--- src/rtl/alu_logic_serial.sv ---
// Bit-serial AND/OR/XOR/NOT engine with valid/ready request and response channels.
// Optional zero flag on the result is enabled by defining ALU_LOGIC_ZFLAG_EN.
module alu_logic_serial #(
    parameter int WIDTH = 8
) (
    input  logic             clk,
    input  logic             rst,
    input  logic             in_valid,
    output logic             in_ready,
    input  logic [1:0]       op,
    input  logic [WIDTH-1:0] x,
    input  logic [WIDTH-1:0] y,
    output logic             out_valid,
    input  logic             out_ready,
    output logic [WIDTH-1:0] result,
    output logic             busy
`ifdef ALU_LOGIC_ZFLAG_EN
    ,
    output logic             zero
`endif
);

    localparam int CW = (WIDTH > 1) ? $clog2(WIDTH) : 1;
    localparam logic [CW-1:0] CNT_LAST = CW'(WIDTH - 1);

    typedef enum logic [1:0] {
        ST_IDLE  = 2'd0,
        ST_SHIFT = 2'd1,
        ST_DONE  = 2'd2
    } state_t;

    state_t           state_q, state_d;
    logic [CW-1:0]    cnt_q, cnt_d;
    logic [WIDTH-1:0] x_q, x_d;
    logic [WIDTH-1:0] y_q, y_d;
    logic [1:0]       op_q, op_d;
    logic [WIDTH-1:0] acc_q, acc_d;
    logic [WIDTH-1:0] result_q, result_d;
    logic             out_valid_q, out_valid_d;
    logic             bit_s;
    logic [WIDTH-1:0] acc_bit_s;
    logic             last_s;

    function automatic logic logic_bit(input logic [1:0] sel, input logic a, input logic b);
        case (sel)
            2'b00:   return a & b;
            2'b01:   return a | b;
            2'b10:   return a ^ b;
            default: return ~a;
        endcase
    endfunction

    // Current bit result and the accumulator with that bit merged in.
    always_comb begin
        bit_s           = logic_bit(op_q, x_q[cnt_q], y_q[cnt_q]);
        acc_bit_s       = acc_q;
        acc_bit_s[cnt_q] = bit_s;
        last_s          = (cnt_q == CNT_LAST);
    end

    // Next-state and datapath control for the IDLE/SHIFT/DONE sequence.
    always_comb begin
        state_d     = state_q;
        cnt_d       = cnt_q;
        x_d         = x_q;
        y_d         = y_q;
        op_d        = op_q;
        acc_d       = acc_q;
        result_d    = result_q;
        out_valid_d = out_valid_q;
        case (state_q)
            ST_IDLE: begin
                if (in_valid) begin
                    x_d     = x;
                    y_d     = y;
                    op_d    = op;
                    cnt_d   = '0;
                    acc_d   = '0;
                    state_d = ST_SHIFT;
                end else begin
                    state_d = ST_IDLE;
                end
            end
            ST_SHIFT: begin
                acc_d = acc_bit_s;
                if (last_s) begin
                    result_d    = acc_bit_s;
                    out_valid_d = 1'b1;
                    cnt_d       = '0;
                    state_d     = ST_DONE;
                end else begin
                    cnt_d = cnt_q + CW'(1);
                end
            end
            ST_DONE: begin
                if (out_ready) begin
                    out_valid_d = 1'b0;
                    state_d     = ST_IDLE;
                end else begin
                    state_d = ST_DONE;
                end
            end
            default: begin
                out_valid_d = 1'b0;
                state_d     = ST_IDLE;
            end
        endcase
    end

    // State and datapath registers; reset discards any in-flight operation.
    always_ff @(posedge clk or posedge rst) begin
        if (rst) begin
            state_q     <= ST_IDLE;
            cnt_q       <= '0;
            x_q         <= '0;
            y_q         <= '0;
            op_q        <= 2'b00;
            acc_q       <= '0;
            result_q    <= '0;
            out_valid_q <= 1'b0;
        end else begin
            state_q     <= state_d;
            cnt_q       <= cnt_d;
            x_q         <= x_d;
            y_q         <= y_d;
            op_q        <= op_d;
            acc_q       <= acc_d;
            result_q    <= result_d;
            out_valid_q <= out_valid_d;
        end
    end

    assign in_ready  = (state_q == ST_IDLE);
    assign busy      = (state_q != ST_IDLE);
    assign out_valid = out_valid_q;
    assign result    = result_q;

`ifdef ALU_LOGIC_ZFLAG_EN
    logic zero_q;

    // Zero flag loads with the result on completion and holds until the next one.
    always_ff @(posedge clk or posedge rst) begin
        if (rst) begin
            zero_q <= 1'b0;
        end else if ((state_q == ST_SHIFT) && last_s) begin
            zero_q <= (acc_bit_s == '0);
        end else begin
            zero_q <= zero_q;
        end
    end

    assign zero = zero_q;
`endif

endmodule
--- config.mk ---
export PLATFORM = sky130hd
export DESIGN_NAME = alu_logic_serial
export DESIGN_NICKNAME = d
export VERILOG_FILES = /design/src/rtl/alu_logic_serial.sv
export SDC_FILE = /design/constraint.sdc
export NUM_CORES = 1
export LEC_CHECK = 0
export CORE_ASPECT_RATIO = 1.4
export CORE_MARGIN = 4
export CORE_UTILIZATION = 47
export DETAILED_ROUTE_END_ITERATION = 16
export PLACE_DENSITY = 0.71
export SYNTH_ARGS = -nofsm -noshare
export SYNTH_HDL_FRONTEND = slang
export SYNTH_SLANG_ARGS = --single-unit
export TNS_END_PERCENT = 5
--- constraint.sdc ---
create_clock -name clk -period 3.4 [get_ports clk]
set_input_delay 0.68 -clock clk [delete_from_list [all_inputs] [get_ports clk]]
set_output_delay 0.68 -clock clk [all_outputs]
set_load 0.005 [all_outputs]
==> results of run 1 <==
==> stage by stage <==
step | hold WS [ns] | utilization
2_1_floorplan | 0.469 | -
3_3_place_gp | 0.464 | 0.586
3_5_place_dp | 0.470 | 0.586
4_1_cts | 0.494 | 0.608
5_1_grt | 0.508 | 0.608
6_report | 0.491 | 0.608
==> routing by layer <==
metal / wire length, µm / track usage
met5: 0 / 0
met4: 44 / 0.0774
met3: 202 / 0.0334
met2: 2240 / 0.287
met1: 1810 / 0.201
==> area by class of cell <==
cell class,instances,share of cell area
inverters,7,0.0100
repair buffers,38,0.140
clock buffers,7,0.0330
clock inverters,1,0.00287
well taps,60,0.0287
flip-flops and latches,40,0.382
multi-input cells,155,0.404
==> worst reg2reg max path, cell delays in order (launching register included) <==
cell,delay (ns)
dfrtp_1,0.56
mux2_1,0.38
a222oi_1,0.36
and2_1,0.21
ha_1,0.24
and3b_1,0.34
o31ai_1,0.31
o211ai_1,0.12
==> flip-flops by register name, summed over array words and instances, names as in the netlist <==
register / flops
x_q: 8
result: 8
y_q: 8
out_valid: 1
acc_q: 8
op_q: 2
state_q: 2
cnt_q: 3
==> power breakdown <==
group	internal, mW	leakage (nW)	switching, mW
clock	0.165	0.0445	0.164
sequential	0.686	0.499	0.182
combinational	0.562	0.519	0.585
total	1.41	1.06	0.931
==> Yosys cell counts <==
library cell and instances:
nand3_1 3, a21oi_1 9, a22o_1 1, a222oi_1 1, nor3_1 4, nand3_2 1
buf_6 1, ha_1 4, o211ai_1 15, a32oi_1 4, inv_1 7, nor2_1 19
dfrtp_1 40, mux2_4 1, and2_1 2, nor3b_1 5, o21ai_0 15, nor2b_1 3
nand2_1 20, o31ai_1 9, mux2_1 1, nand2b_1 5, o21bai_1 1, mux2i_1 1
clkbuf_1 13, nand3b_1 5, nand4_1 1, and3b_1 1, mux2_2 22, and3_1 2
==> cells by family after synthesis <==
| logic type | after synthesis | share of synthesized area |
|---|---|---|
| adder cells (fa/ha/maj) | 4 | 0.0234 |
| buffers and inverters | 21 | 0.0404 |
| AO/OA/AOI/OAI | 55 | 0.169 |
| multiplexers | 25 | 0.133 |
| AND/OR/NAND/NOR | 71 | 0.167 |
| flip-flops | 40 | 0.468 |
==> cells in the final DEF (no fill, tap or decap) <==
cell type and count:
o21ai_0 15, nand2_1 20, inv_1 7, a222oi_1 1
mux2_2 22, a21oi_1 9, o31ai_1 9, a32oi_1 4
dfrtp_1 40, mux2i_1 1, and3b_1 1, clkinvlp_4 1
clkbuf_8 6, nand3_2 1, mux2_4 1, nand3_1 3
nor3_1 4, nor3b_1 4, clkdlybuf4s50_1 32, nand2b_1 5
o211ai_1 15, mux2_1 1, buf_4 6, o21bai_1 1
nand3b_1 5, ha_1 4, a22o_1 1, clkbuf_1 1
nand4_1 1, nor2_1 19, and2_1 2, nor3b_2 1
nor2b_1 3, and3_1 2
==> final timing paths <==
path                       depth (start not counted)   endpoint  slack (ns)      start
setup / recovery                                   7  result[7]        0.75   cnt_q[0]
hold / removal                                     2  out_valid        0.49  out_valid
setup reg to reg                                   7  result[7]        0.75   cnt_q[0]
hold reg to reg                                    2  out_valid        0.49  out_valid
max in group asynchronous                          3   acc_q[0]        2.25        rst
min in group asynchronous                          3   acc_q[7]        0.81        rst
==> results.yml, run 1 <==
drt:
  first_iter_violations: 107
  vias: 1731
  wl_um: 4290
  antenna_left: 0
  vias_per_cell: 5.62
  drc: 0
  first_pass_iters: 4
  drt-wirelength-per-cell_um: 13.9
clock_tree:
  h-tree-depth: 2
  clkTransAtPathRegs_ns: 0.08
  root_buffer: "clkbuf_8"
  clock_path_buffers: 2
  cts.sinks: 40
  cts_setup_buffers: 0
  cts.repair.resized: 0
  clk_latency_ns: 0.29
  cts_hold_buf: 0
  cts_tree: "done"
  cts_buffers: 5
finish:
  nets: 273
  regArea_um2: 1000
  multi_input_area_um2: 1060
  final_cells: 308
  postLayoutCellArea_um2: 2620
  area_growth_pct: 22.4
  fillerInstances: 388
  antenna_cells: 0
  drive_gt1_frac: 0.153
timing:
  drv_slew: 0
  skew_ns: 0.00957
  fmax_mhz: 378
  hold_viol: 0
  fin_setup_tns_ns: 0
  fin_crit_ns: 2.65
  setup_viol: 0
  relSlewSlack: 0.581
  post-route-period-util: 0.779
  rsz0062_at_grt: "no"
  fin_ws_ns: 0.753
  max_slew.worst_pin.slew_ns: 0.627
power_and_ir_drop:
  power_density_nw_per_um2: 895
  power.total_mw: 2.34
  p_leak_nw: 1.06
  ir_drop_v: 0.000502
synth:
  syn_inst: 216
  synth_area_per_cell_um2: 9.91
  synth_area_leaders: "dfrtp_1, mux2_2, o211ai_1"
  ys_types: 30
  synthesis.nets: 242
  synth_top_cell_by_area: "dfrtp_1"
  synth_top_area_frac: 0.468
  synth-seq-area-share: 0.468
  synth_warnings: 0
  syn-cell-area_um2: 2140
  ys_ff_latch: 40
worst_setup_path:
  crit_arrival_ns: 2.82
  crit_slowest_cell: "dfrtp_1"
  worst_ep_required_time_ns: 3.57
  end_kind: "flop"
  worstSetupPathType: "flop to flop"
  path_cells: "mux2_1 -> a222oi_1 -> and2_1 -> ha_1 -> and3b_1 -> o31ai_1 -> o211ai_1"
  slowest_delay_ns: 0.56
  cp_max_fo: 16
  path_buf_inv: 0
  start_kind: "flop"
  critPathTopFamily: "compound AO/OA/AOI/OAI gates"
global_routing:
  overflow: 0
  grt_pass1_vias: 1682
  grt_max_degree: 41
  track_usage: 0.167
  grt_pass1_wl_um: 7570
  antenna_found_initial: 0
floorplan:
  ioPinCount: 33
  core_area_um2: 4310
  rows: 28
  fp.dieH_um: 87.8
  die-area_um2: 5710
  start_util: 0.497
  die_x_um: 65.0
placed_design:
  post_dp_cell_area_um2: 2520
  hpwlAfterDp_um: 3050
  gp_congestion: 0.819
  post-place-ws_ns: 0.754
  numPlacedInstances: 300
  io_buffers: 32
min_path:
  worstHoldPathType: "flop to flop"
status:
  outcome: "finished clean"
job:
  cap_violations: 0
Note: power is estimated with default switching activity, not from simulation.
==> inputs of run 2 (changes only) <==
==> constraint.sdc (replaced) <==
create_clock -name clk -period 2.7 [get_ports clk]
set_input_delay 0.54 -clock clk [delete_from_list [all_inputs] [get_ports clk]]
set_output_delay 0.54 -clock clk [all_outputs]
set_load 0.005 [all_outputs]
==> results.yml, run 2 (same netlist as run 1, synthesis figures left out) <==
finish:
  fillerInstances: 390
  antenna_cells: 0
  area_growth_pct: 24.3
  layout_commonest_cell: "dfrtp_1"
  final_util: 0.617
  drive_gt1_frac: 0.178
  postLayoutCellArea_um2: 2660
  mostFrequentLayoutCells: "dfrtp_1, clkdlybuf4s50_1, mux2_2"
  nets: 278
  final_cells: 313
global_routing:
  overflow: 0
  grt_pass1_vias: 1680
  grt_max_degree: 41
  grt_pass1_wl_um: 7360
  track_usage: 0.166
  antenna_found_initial: 0
power_and_ir_drop:
  power_density_nw_per_um2: 1130
  power.total_mw: 3.00
  p_leak_nw: 1.09
  ir_drop_v: 0.000610
floorplan:
  core_area_um2: 4310
  die_x_um: 65.0
  fp.dieH_um: 87.8
  start_util: 0.497
  rows: 28
  die-area_um2: 5710
  ioPinCount: 33
worst_setup_path:
  worstSetupPathType: "flop to flop"
  timing.rr.start: "cnt_q[0]"
  start_kind: "flop"
  crit_slowest_cell: "dfrtp_1"
  r2r-end: "result[5]"
  path_cells: "mux2_4 -> a222oi_1 -> and2_1 -> inv_1 -> ha_1 -> nand2b_1 -> a21oi_2 -> buf_4 -> o31ai_1 -> o211ai_1"
  end_kind: "flop"
  startpoint: "cnt_q[0]"
  worst_ep_required_time_ns: 2.87
  crit_arrival_ns: 2.58
  setup.worst_path.end: "result[5]"
  reg2reg_setup_slack_ns: 0.29
  cp_max_fo: 10
  slowest_delay_ns: 0.43
  rr_worst_depth: 10
placed_design:
  numPlacedInstances: 304
  post_dp_cell_area_um2: 2550
  post-place-ws_ns: 0.127
  io_buffers: 32
  hpwlAfterDp_um: 3180
  gp_congestion: 0.834
drt:
  drc: 0
  vias_per_cell: 5.42
  first_pass_iters: 4
  antenna_left: 0
  wl_um: 4310
  first_iter_violations: 55
  vias: 1696
  drt-wirelength-per-cell_um: 13.8
timing:
  max_slew.worst_pin.slew_ns: 0.608
  skew_ns: 0.00276
  post-route-period-util: 0.894
  rsz0062_at_grt: "no"
  drv_slew: 0
  fin_ws_ns: 0.285
  hold_ws_ns: 0.490
  relSlewSlack: 0.593
  hold_viol: 0
  fmax_mhz: 414
  setup_viol: 0
  fin_crit_ns: 2.41
  fin_setup_tns_ns: 0
clock_tree:
  cts_hold_buf: 0
  cts.sinks: 40
  cts_buffers: 5
  h-tree-depth: 2
  cts_tree: "done"
  clk_latency_ns: 0.29
  clkTransAtPathRegs_ns: 0.07
  root_buffer: "clkbuf_8"
  clock_path_buffers: 2
job:
  cap_violations: 0
min_path:
  worstHoldPathType: "flop to flop"
  holdPathStages: 2
status:
  outcome: "finished clean"
[run 2: report_power, final]
part	leakage [nW]	switching (mW)	internal, mW
clock network	0.0455	0.192	0.208
logic	0.542	0.773	0.771
registers	0.498	0.191	0.867
total	1.09	1.16	1.85
[run 2: worst min-delay path by stage]
stage / startpoint / end
after floorplan: out_valid / out_valid
after global placement: out_valid / out_valid
after detailed placement: out_valid / out_valid
after CTS: out_valid / out_valid
after global routing: x_q[3] / x_q[3]
final: out_valid / out_valid
[run 2: final cells by class]
| type | count | area [µm²] | area share |
|---|---|---|---|
| inverter | 7 | 26.3 | 0.00988 |
| tap | 60 | 75.1 | 0.0282 |
| timing repair buffer | 43 | 403 | 0.152 |
| clock buffer | 8 | 90.1 | 0.0339 |
| multi-input combinational | 155 | 1060 | 0.400 |
| sequential | 40 | 1000 | 0.377 |
[run 2: repair_timing]
| item | CTS | global route |
|---|---|---|
| endpoints found under the setup margin | 0 | 10 |
| gates resized for setup | 0 | 3 |
| setup buffers | 0 | 1 |
[run 2: worst max-delay path, delay by kind of cell (launching register included)]
family                   cells  cell delay [ns]
adder cells (fa/ha/maj)      1             0.18
multiplexers                 1             0.32
buffers and inverters        2             0.22
flip-flops                   1             0.43
AO/OA/AOI/OAI                4             0.85
AND/OR/NAND/NOR              2             0.29
[run 2: routing by layer]
layer	vias to the layer above	track usage	wire length, µm
li1	852	-	-
met5	-	0	0
met3	7	0.0321	129
met4	0	0.0736	72
met1	805	0.180	1830
met2	32	0.312	2280
==> inputs of run 3 (changes only) <==
--- a/config.mk
+++ b/config.mk
@@ -5,11 +5,12 @@
 export SDC_FILE = /design/constraint.sdc
 export NUM_CORES = 1
 export LEC_CHECK = 0
+export ABC_AREA = 1
 export CORE_ASPECT_RATIO = 1.4
 export CORE_MARGIN = 4
 export CORE_UTILIZATION = 47
 export DETAILED_ROUTE_END_ITERATION = 16
-export PLACE_DENSITY = 0.71
+export PLACE_DENSITY = 0.74
 export SYNTH_ARGS = -nofsm -noshare
 export SYNTH_HDL_FRONTEND = slang
 export SYNTH_SLANG_ARGS = --single-unit
==> constraint.sdc (replaced) <==
create_clock -name clk -period 2 [get_ports clk]
set_input_delay 0.4 -clock clk [delete_from_list [all_inputs] [get_ports clk]]
set_output_delay 0.4 -clock clk [all_outputs]
set_load 0.005 [all_outputs]
==> results.yml, run 3 <==
power_and_ir_drop:
  ir_drop_v: 0.000850
  power_density_nw_per_um2: 1710
  p_leak_nw: 1.41
job:
  cap_violations: 0
synth:
  synth-seq-area-share: 0.497
  synthesis.nets: 260
  syn_inst: 234
  synth_top_cell_by_area: "dfrtp_1"
  syn-cell-area_um2: 2020
  yosysMostFrequentCell: "nand2_1"
  synth_flop_cell: "dfrtp_1"
  synth_top_area_frac: 0.497
  synth_area_per_cell_um2: 8.61
  synthTopCellsByCount: "nand2_1, dfrtp_1, inv_1"
  synthArstFlopShare: 1.00
  ys_types: 21
  synth_edf_count: 0
  synth_area_leaders: "dfrtp_1, nand2_1, inv_1"
  ys_ff_latch: 40
  synth_warnings: 0
drt:
  vias: 1724
  drt-wirelength-per-cell_um: 13.1
  antenna_left: 0
  drc: 0
  highest_layer: "met4"
  wl_met2_um: 2270
  met1Wirelength_um: 1770
  wl_met3_um: 167
  first_pass_iters: 4
  wl_um: 4400
  first_iter_violations: 56
  vias_per_cell: 5.15
clock_tree:
  clkTransAtPathRegs_ns: 0.07
  clock_path_buffers: 2
  cts.sinks: 40
  clk_latency_ns: 0.29
  cts_hold_buf: 0
  h-tree-depth: 2
  root_buffer: "clkbuf_8"
  cts_tree: "done"
  cts_buffers: 5
global_routing:
  antenna_found_initial: 0
  grt_pass1_vias: 1772
  grt_pass1_wl_um: 7540
  grt_max_degree: 41
  track_usage: 0.178
  overflow: 0
min_path:
  worstHoldPathType: "flop to flop"
  holdCritStartpoint: "acc_q[2]"
  holdPathStages: 2
worst_setup_path:
  crit_arrival_ns: 2.31
  rr_worst_depth: 17
  slowest_delay_ns: 0.49
  cp_common_cell: "nand2_1"
  worstSetupPathType: "flop to flop"
  path_cells: "inv_2 -> nor2_4 -> nand2_1 -> inv_2 -> nand2_1 -> nand2_1 -> a211oi_2 -> nand2_1 -> inv_2 -> ha_4 -> nand2_2 -> o21ai_2 -> o21ai_4 -> buf_12 -> nand3_2 -> nand3_1 -> nand2_1"
  crit_slowest_cell: "dfrtp_2"
  worst_ep_required_time_ns: 2.19
  startpoint: "cnt_q[2]"
  end_kind: "flop"
  crit_cells: 17
  critPathTopFamily: "simple AND/OR/NAND/NOR gates"
  start_kind: "flop"
  cp_max_fo: 8
  path_buf_inv: 4
  timing.rr.start: "cnt_q[2]"
floorplan:
  fp.dieH_um: 85.5
  ioPinCount: 33
  start_util: 0.497
  core_area_um2: 4050
  die_x_um: 63.3
  die-area_um2: 5420
  rows: 27
timing:
  rsz0062_at_grt: "yes"
  fin_crit_ns: 2.12
  fin_ws_ns: -0.122
  max_slew.worst_pin.slew_ns: 0.525
  fmax_mhz: 471
  post-route-period-util: 1.06
  hold_ws_ns: 0.477
  drv_slew: 0
  skew_ns: 0.00281
  hold_viol: 0
  setup_viol: 16
  relSlewSlack: 0.649
  fin_setup_tns_ns: -1.64
status:
  outcome: "finished with violations"
  violations: "setup timing"
finish:
  drive_gt1_frac: 0.315
  area_growth_pct: 37.3
  mostFrequentLayoutCells: "nand2_1, dfrtp_1, clkdlybuf4s50_1"
  layout_commonest_cell: "nand2_1"
  nets: 317
  final_cells: 335
  antenna_cells: 0
  postLayoutCellArea_um2: 2770
placed_design:
  numPlacedInstances: 319
  hpwlAfterDp_um: 3010
  io_buffers: 32
  post_dp_cell_area_um2: 2490
  gp_congestion: 0.812
-- run 3: cell count changes after synthesis, sizes merged, moves of 9 or more --
cell    change
nand2      +49
inv        +24
nand3      +23
mux2       -15
o211ai     -15
clkbuf     -13
o21ai      -10
o31ai       -9
or2         +9
-- run 3: where the power goes --
| part | switching [mW] | leakage [nW] | total, mW | internal, mW |
|---|---|---|---|---|
| Combinational | 1.41 | 0.887 | 2.74 | 1.33 |
| Clock | 0.265 | 0.0455 | 0.546 | 0.281 |
| Sequential | 0.243 | 0.473 | 1.45 | 1.20 |
| Total | 1.91 | 1.41 | 4.73 | 2.82 |
-- run 3: final cells by class --
type | count | area [µm²]
Clock buffer | 8 | 90.1
Timing Repair Buffer | 56 | 533
Sequential cell | 40 | 1000
Tap cell | 43 | 53.8
Multi-Input combinational cell | 157 | 968
Inverter | 31 | 119
Fill cell | 314 | 1290
-- run 3: kinds of logic (layout without fill, tap and decap cells) --
kind of cell | after synthesis | after routing | share of synthesized area
mux | 9 | 9 | 0.0503
simple gates | 127 | 127 | 0.299
buf+inv | 37 | 95 | 0.0819
fa+ha+maj | 4 | 4 | 0.0248
flops | 40 | 40 | 0.497
compound gates | 17 | 17 | 0.0472
-- run 3: repair_timing --
action | in CTS | in global routing
buffers inserted | 7 | 1
gates resized for setup | 19 | 11
endpoints found under the hold margin | 0 | 0
setup endpoints to repair | 16 | 16
pin swaps | 9 | 2
-- run 3: path summary, 6_finish.rpt --
kind	endpoint	slack [ns]
setup / recovery	result[2]	-0.12
hold / removal	acc_q[2]	0.48
setup reg to reg	result[2]	-0.12
hold reg to reg	acc_q[2]	0.48
max in group asynchronous	cnt_q[2]	1.10
min in group asynchronous	y_q[4]	0.53
-- run 3: per-layer routing --
metal | up-vias | track usage
met4 | 0 | 0.124
met5 | - | 0
met2 | 47 | 0.308
met1 | 809 | 0.185
met3 | 21 | 0.0450
li1 | 847 | -
-- run 3: worst reg2reg max path, delay by kind of cell (launching register included) --
kind / cells / cell delay, ns
AND/OR/NAND/NOR: 9 / 0.62
AO/OA/AOI/OAI: 3 / 0.35
flip-flops: 1 / 0.49
adder cells (fa/ha/maj): 1 / 0.19
buffers and inverters: 4 / 0.38
-- run 3: per-stage QoR --
step | power (mW) | worst slack, ns | util
after floorplan | 2.91 | -0.0308 | -
after global placement | 3.57 | -0.231 | 0.615
after detailed placement | 3.67 | -0.255 | 0.615
after CTS | 4.56 | -0.0835 | 0.670
after global routing | 5.11 | -0.256 | 0.683
final | 4.73 | -0.122 | 0.683
